--- config.mk ---
export PLATFORM = sky130hd
export DESIGN_NAME = word_scrambler
export DESIGN_NICKNAME = d
export VERILOG_FILES = /design/src/rtl/word_scrambler.sv
export SDC_FILE = /design/constraint.sdc
export NUM_CORES = 1
export LEC_CHECK = 0
export CAP_MARGIN = 20
export CORE_AREA = 4 4 128 130
export DETAILED_ROUTE_END_ITERATION = 8
export DIE_AREA = 0 0 132 134
export PLACE_DENSITY = 0.69
export SLEW_MARGIN = 5
export SYNTH_ARGS = -nofsm -noshare
export SYNTH_HDL_FRONTEND = slang
export SYNTH_SLANG_ARGS = --single-unit
--- constraint.sdc ---
create_clock -name clk -period 3.04 [get_ports clk]
set_clock_uncertainty 0.2 [all_clocks]
set_input_delay 0.912 -clock clk [delete_from_list [all_inputs] [get_ports clk]]
set_output_delay 0.912 -clock clk [all_outputs]
set_load 0.1 [all_outputs]
--- src/rtl/word_scrambler.sv ---
// Letter-permutation engine: latches a target word, scrambles it with LFSR-driven
// swaps, applies player swaps and pulses isCorrect when the word is restored.
module word_scrambler #(
    parameter int unsigned ROUNDS = 8,
    parameter logic [7:0]  SEED   = 8'hA5
) (
    input  logic        clk,
    input  logic        rst,
    input  logic [29:0] wordIn,
    input  logic [2:0]  lettNum,
    input  logic        scramPls,
    input  logic        flipPls,
    input  logic [2:0]  indIn1,
    input  logic [2:0]  indIn2,
    input  logic        clrPls,
    output logic [29:0] wordOut,
    output logic        isCorrect,
    output logic        busy
);

    localparam logic [2:0] IDLE     = 3'd0;
    localparam logic [2:0] SCRAMBLE = 3'd1;
    localparam logic [2:0] READY    = 3'd2;
    localparam logic [2:0] CHECK    = 3'd3;
    localparam logic [2:0] SOLVED   = 3'd4;

    localparam logic [3:0] LAST_ROUND = 4'(ROUNDS - 1);

    logic [2:0]  state;
    logic [29:0] work;
    logic [29:0] target;
    logic [2:0]  len;
    logic [3:0]  round;
    logic [7:0]  lfsr;

    logic [7:0]  lfsrNext;
    logic [2:0]  newLen;
    logic [29:0] loadWord;
    logic [2:0]  swapA;
    logic [2:0]  swapB;
    logic [29:0] scrambled;
    logic [29:0] flipped;
    logic        flipOk;

    // Mux-based letter swap keeps every slice index constant after unrolling.
    function automatic logic [29:0] swapLetters(input logic [29:0] w,
                                                input logic [2:0]  i,
                                                input logic [2:0]  j);
        logic [4:0]  li;
        logic [4:0]  lj;
        logic [29:0] r;
        li = '0;
        lj = '0;
        for (int unsigned k = 0; k < 6; k++) begin
            if (3'(k) == i) li = w[k*5 +: 5];
            if (3'(k) == j) lj = w[k*5 +: 5];
        end
        r = w;
        for (int unsigned k = 0; k < 6; k++) begin
            if (3'(k) == i)      r[k*5 +: 5] = lj;
            else if (3'(k) == j) r[k*5 +: 5] = li;
        end
        return r;
    endfunction

    always_comb begin
        lfsrNext = {lfsr[6:0], lfsr[7] ^ lfsr[5] ^ lfsr[4] ^ lfsr[3]};
        newLen   = (lettNum >= 3'd4 && lettNum <= 3'd6) ? lettNum : 3'd4;
        loadWord = '0;
        for (int unsigned k = 0; k < 6; k++) begin
            if (3'(k) < newLen) loadWord[k*5 +: 5] = wordIn[k*5 +: 5];
        end
        // len is 4..6, so one conditional subtract fully reduces a 3-bit value.
        swapA = lfsr[2:0];
        if (swapA >= len) swapA = swapA - len;
        swapB = lfsr[5:3];
        if (swapB >= len) swapB = swapB - len;
        scrambled = swapLetters(work, swapA, swapB);
        flipOk    = (indIn1 < len) && (indIn2 < len);
        flipped   = flipOk ? swapLetters(work, indIn1, indIn2) : work;
    end

    always_ff @(posedge clk) begin
        if (!rst) begin
            state     <= IDLE;
            work      <= '0;
            target    <= '0;
            len       <= 3'd4;
            round     <= '0;
            lfsr      <= SEED;
            isCorrect <= 1'b0;
        end else begin
            lfsr      <= lfsrNext;
            isCorrect <= 1'b0;
            if (clrPls) begin
                work   <= '0;
                target <= '0;
                state  <= IDLE;
            end else if (scramPls) begin
                len    <= newLen;
                target <= loadWord;
                work   <= loadWord;
                round  <= '0;
                state  <= SCRAMBLE;
            end else begin
                case (state)
                    SCRAMBLE: begin
                        work  <= scrambled;
                        round <= round + 4'd1;
                        if (round == LAST_ROUND) state <= READY;
                    end
                    READY: begin
                        if (flipPls) begin
                            work  <= flipped;
                            state <= CHECK;
                        end
                    end
                    CHECK: begin
                        if (work == target) begin
                            isCorrect <= 1'b1;
                            state     <= SOLVED;
                        end else begin
                            state <= READY;
                        end
                    end
                    default: ;
                endcase
            end
        end
    end

    assign wordOut = work;
    assign busy    = (state == SCRAMBLE);

endmodule

# Word-level counts from Yosys, hierarchy flattened

Cells that the tools add are included.

Flip-flop bits (word level): 79
Bits of input ports: 44
Output and inout port bits: 32
Logic and storage cells: 168

Add/sub/neg operators: 3
Order comparisons: 12
Equality and inequality tests: 42
Multiplexer cells: 69
Bitwise logic cells: 6
Reduce and logical (&&, ||, !) cells: 23

Operators by type and width:

| kind                                                                        | number |
|---|---|
| 5-bit two-way mux                                                           | 54 |
| 30-bit two-way mux                                                          | 3 |
| 30-bit case mux with 2 select lines                                         | 1 |
| 30-bit equality test                                                        | 1 |
| 5-bit AND reduction                                                         | 6 |
| 2-bit by 3-bit equality test with 1-bit output, first input constant        | 8 |
| 3-bit equality test, first input constant                                   | 8 |
| 4-bit by 2-bit != test with 1-bit output, second input constant             | 6 |
| 4-bit != test, second input constant                                        | 6 |
| 3-bit two-way mux                                                           | 6 |
| 1-bit by 3-bit equality test with 1-bit output, first input constant        | 4 |
| 3-bit logical NOT                                                           | 4 |
| 3-bit case mux with 3 select lines                                          | 1 |
| 4-bit two-way mux                                                           | 2 |
| 3-bit by 2-bit equality test with 1-bit output, second input constant       | 2 |
| 3-bit greater-or-equal comparator                                           | 2 |
| 1-bit by 3-bit less-than comparator with 1-bit output, first input constant | 2 |
| 2-bit by 3-bit less-than comparator with 1-bit output, first input constant | 2 |
| 3-bit less-than comparator                                                  | 2 |
| 3-bit less-than comparator, first input constant                            | 2 |
| 3-bit != test, second input constant                                        | 2 |
| 3-bit AND reduction                                                         | 2 |
| 3-bit nonzero test                                                          | 2 |
| 3-bit subtractor                                                            | 2 |
| 18 further kinds                                                            | 25 |

# Depth between registers and ports, before layout

Depth after elaboration: 13
Depth in mapped cells: 13
Depth with buffers taken out: 11

# Worst setup path after synthesis

OpenSTA, ideal clock, no wires.

Kind: reg-to-reg
Start: register lfsr[3]
End: register work[7], in the netlist wordOut[7]
Library setup time: 0.127 ns
Data arrival time: 2.798 ns
Required time: 2.713 ns
Path slack: -0.084 ns
Stages on the path, launching flop included: 11
Buffers on the path: 0
Period minus slack after synthesis: 3.124 ns
Path through: dfxtp_1 -> inv_1 -> ha_1 -> fa_1 -> inv_1 -> o41ai_2 -> nor2_1 -> or4b_4 -> a21o_1 -> o221ai_1 -> a21oi_1

Longest elaborated chain between the ends: 12
Elaborated cells between the ends (all ways): 20
Classes of those cells: add/sub (1); order compare (1); eq/ne (6); mux (10); reduce/logical (2)

RTL lines:

| element                                                                      | line | source |
|---|---|---|
| start: declaration                                                           | 34   | `logic [7:0] lfsr;` |
| start signal: assignment                                                     | 93   | `lfsr <= lfsrNext;` |
| 3-bit subtractor / 3-bit greater-or-equal comparator (equally long branches) | 77   | `if (swapB >= len) swapB = swapB - len;` |
| 3-bit two-way mux (*)                                                        | 77   |  |
| 3-bit logical NOT                                                            | 56   | `if (3'(k) == j) lj = w[k*5 +: 5];` |
| 5-bit two-way mux (6 in series)                                              | 56   |  |
| 5-bit two-way mux                                                            | 60   | `if (3'(k) == i) r[k*5 +: 5] = lj;` |
| 30-bit case mux with 2 select lines                                          | 106  | `case (state)` |
| 30-bit two-way mux                                                           | 99   | `end else if (scramPls) begin` |
| end signal: assignment                                                       | 102  | `work <= loadWord;` |
| end signal: assignment                                                       | 108  | `work <= scrambled;` |
| end signal: assignment                                                       | 114  | `work <= flipped;` |
| end: declaration                                                             | 30   | `logic [29:0] work;` |

Mark *: on every way between the ends. The rest lies on a longest branch, timed or not.
A chain may end at the register's enable or synchronous reset.

# Worst setup path in the final report

Start: register len[0]
End: register work[27], in the netlist wordOut[27]

Longest elaborated chain between the ends: 13
Elaborated cells between the ends (all ways): 40
Classes of those cells: add/sub (2); order compare (4); eq/ne (12); mux (18); reduce/logical (4)

RTL lines:

| element                                                                      | line | source |
|---|---|---|
| start: declaration                                                           | 32   | `logic [2:0] len;` |
| start signal: assignment                                                     | 100  | `len <= newLen;` |
| 3-bit subtractor / 3-bit greater-or-equal comparator (equally long branches) | 75   | `if (swapA >= len) swapA = swapA - len;` |
| 3-bit two-way mux                                                            | 75   |  |
| 3-bit logical NOT                                                            | 55   | `if (3'(k) == i) li = w[k*5 +: 5];` |
| 5-bit two-way mux (6 in series)                                              | 55   |  |
| 5-bit two-way mux                                                            | 61   | `else if (3'(k) == j) r[k*5 +: 5] = li;` |
| 5-bit two-way mux                                                            | 60   |  |
| 30-bit case mux with 2 select lines                                          | 106  |  |
| 30-bit two-way mux                                                           | 99   |  |

Several ways; a longest one is shown, not always the timed one. The select of a mux whose other input is x is not followed.

==> summary.md <==
| Metric | Value |
|---|---|
| DRC errors left | 0 |
| CTS clk-pin slew, worst paths | 0.06 ns |
| RSZ-0062 raised after global routing | true |
| Root buf cell | clkbuf_16 |
| Routed WL | 25.0 mm |
| Port bufs | 75 |
| Pre-CTS setup slack | -0.426 ns |
| Largest net degree at the start of global routing | 33 |
| 1st-iter DRT viols | 1018 |
| Total CTS buffers | 9 |
| Crit path time final | 3.11 ns |
| Setup slack after layout | -0.0655 ns |
| Top FF cell, synth | dfxtp_1 |
| Max Fclk | 322 MHz |
| Ant. Diodes | 0 |
| Async SR Flop Fraction | 0% |
| Critical Setup Path Class | reg -> reg |
| Final Hold Vio Count | 0 |
| Hold Crit Class | reg -> reg |
| DR pass1 iterations | 6 |
| Vias | 7351 |
| Critical Path AT | 3.14 ns |
| CTS tree | yes |
| Row count | 45 |
| Endpoints failing setup | 4 |
| IO Pins | 76 |
| Deepest clock path buffer count | 2 |
| Max cap viols | 0 |
| Design Power | 3.93 mW |
| Max Transition Viols Final | 0 |
| Layout cells sized above 1 | 34.1% |
| Fin crit share | 102% |
| Startpoint Class | flip-flop |
| Worst path top cell family by delay | compound AO/OA/AOI/OAI gates |
| Routed Antenna Nets | 0 |
| Syn. warnings | 0 |
| Worst vdd ir | 0.000316 V |
| Cells after Synth | slightly below 800 |
| Pwr dens | 440 mW/mm^2 |
| Crit path cell chain | ha_4 -> fa_2 -> xnor2_2 -> nor3_2 -> mux2_4 -> buf_4 -> buf_4 -> a22oi_1 -> o21ai_1 -> buf_4 -> a311o_1 -> a21oi_2 -> o21ai_1 |
| Later-pin clock latency in the skew report | about 0.36 ns |
| # H-tree levels | 3 |
| Slew @ Worst Pin | 0.606 ns |
| Chip Height | 134 um |
| Initial Util | 39.5% |
| Core Area | 0.0151 mm^2 |
| Netlist Area Pre-Place | 0.00599 mm^2 |
| Initial antenna violation count | 1 |
| Sinks on Clock Net | between 70 and 80 |
| Worst Path Required | 3.08 ns |
| Vias in the first global route | about 6900 |
| Area Overhead vs Synth | 49.0% |
| Gr ovfl total | 0 |
| Gpl congestion | just over 1 |
| Status | complete, but fails checks |
| Synth unique cells | 78 |
| Top cell by count, worst path | buf_4 |
| Nets | 1070 |
| Cts hold-fix bufs | 0 |
| Die Wd | 132 um |
| Slowest-stage cell, CP | fa_2 |
| Worst Path Buf+Inv | 3 |
| WL per Instance | a little over 20 um |
| Setup crit end kind | flip-flop |
| Vias per inst | slightly above 6 |
| Slowest stage delay, CP | 0.38 ns |
| Gr usage total | 26.8% |
| Synth Area per Inst | 7.65 um^2 |
| Sequential area share after synthesis | between 20% and 30% |
| Post-synth EDFFs | 0 |
| Slew HR | 59.2% |
| Leakage | between 3 and 4 nW |
| Failing checks | setup timing |
| First-pass GRT wire length | 37.7 mm |
| Post-synth net total | 839 |
| CP Max Fanout | 5 |
| Full die area | 0.0177 mm^2 |
| #FFs+latches synth | 79 |
| Post-DP HPWL | 18.4 mm |
==> where the power goes <==
group	switching, mW	internal, mW
clock network	0.506	0.654
registers	0.107	1.09
logic	0.910	0.664
==> stage by stage <==
stage | utilization (%) | instances | cell area (um^2) | TNS [ns] | hold WS (ns)
5_1_grt | 58.9 | 1206 | 8920 | -1.95 | 0.237
4_1_cts | 56.3 | 1195 | 8530 | -0.0257 | 0.207
3_5_place_dp | 53.1 | 1171 | 8050 | -9.20 | 0.192
6_report | 58.9 | 1206 | 8920 | -0.173 | 0.205
3_3_place_gp | 53.1 | 1171 | 8050 | -8.88 | 0.187
2_1_floorplan | - | 782 | 6020 | 0 | 0.186
==> final timing paths <==
| kind | depth (start not counted) | to | start | slack (ns) |
|---|---|---|---|---|
| min | 1 | lfsr[7] | lfsr[6] | 0.21 |
| max | 13 | wordOut[27] | len[0] | -0.07 |
| min reg2reg | 1 | lfsr[7] | lfsr[6] | 0.21 |
| max reg2reg | 13 | wordOut[27] | len[0] | -0.07 |
==> final cells by class <==
| cell class | instances | area [um^2] |
|---|---|---|
| clock buffer | 9 | 225 |
| clock inverter | 7 | 88.8 |
| multi-input combinational | 636 | 4530 |
| fill | 1345 | 6230 |
| inverter | 21 | 82.6 |
| sequential | 79 | 1590 |
| tap | 188 | 235 |
| timing repair buffer | 266 | 2170 |
==> metal layers <==
layer,vias up,share of wire [%],track usage [%]
li1,3379,-,-
met1,3437,42,36.1
met2,433,43,41.4
met3,100,11,6.23
met4,2,4.2,11.3
met5,-,0.052,0
==> cells in the mapped netlist, drive strengths merged (12+ instances only) <==
master  count  area share (%)
a21oi      85             7.2
clkbuf     29             1.8
a31oi      20             2.2
mux2i      43             7.3
o21ai      52             4.5
nand2     108             6.8
nor3       24             2.2
nand2b     12             1.3
xnor2      15             2.2
dfxtp      79              26
inv        20             1.3
buf        17             1.5
and2       16             1.7
nor2       52             3.3
xor2       22             3.2
==> registers in the layout, indices dropped and copies added (netlist names) <==
name,cells
target,30
wordOut,30
lfsr,8
round,4
len,3
state,3
isCorrect,1
==> what timing repair did <==
| item | 4_1_cts | 5_1_grt |
|---|---|---|
| pin swaps | 9 | 52 |
| resized for setup | 32 | 82 |
| cloned | 0 | 1 |
| setup endpoints to repair | 29 | 30 |
| setup buffers | 8 | 10 |
==> cell families (layout without fill, tap and decap cells) <==
kind of cell / Yosys count / in the layout / synth area share, %
xor+xnor: 37 / 37 / 5.41
mux: 53 / 53 / 9.20
buf+inv: 67 / 303 / 4.60
compound gates: 269 / 269 / 30.1
flops: 79 / 79 / 26.4
simple gates: 264 / 264 / 21.3
fa+ha+maj: 13 / 13 / 2.97
==> layout by cell type, fill, tap and decap left out, drive strengths merged, types with 4 or more instances in the layout <==
master         synthesis  layout
buf                   17     223
nand2                108     108
a21oi                 85      85
dfxtp                 79      79
nor2                  52      52
o21ai                 52      52
mux2i                 43      43
clkdlybuf4s50          0      38
nor3                  24      24
xor2                  22      22
inv                   20      22
a31oi                 20      20
and2                  16      16
xnor2                 15      15
nand2b                12      12
a22oi                 11      11
o221ai                11      11
ha                    11      11
mux2                  10      10
o211ai                 9       9
clkbuf                29       9
nor2b                  9       9
a222oi                 8       8
nand3                  8       8
o22ai                  8       8
nand4                  7       7
nor3b                  7       7
or3                    6       6
o22a                   6       6
a211oi                 6       6
nor4                   5       5
a21o                   5       5
a2bb2oi                4       4
o2111ai                4       4
==> worst reg2reg max path: stages, from the launching register on <==
cell	delay, ns
dfxtp_4	0.37
ha_4	0.17
fa_2	0.38
xnor2_2	0.23
nor3_2	0.05
mux2_4	0.32
buf_4	0.15
buf_4	0.15
a22oi_1	0.16
o21ai_1	0.12
buf_4	0.14
a311o_1	0.34
a21oi_2	0.13
o21ai_1	0.08
No activity file was read; power rests on OpenSTA's default activity.
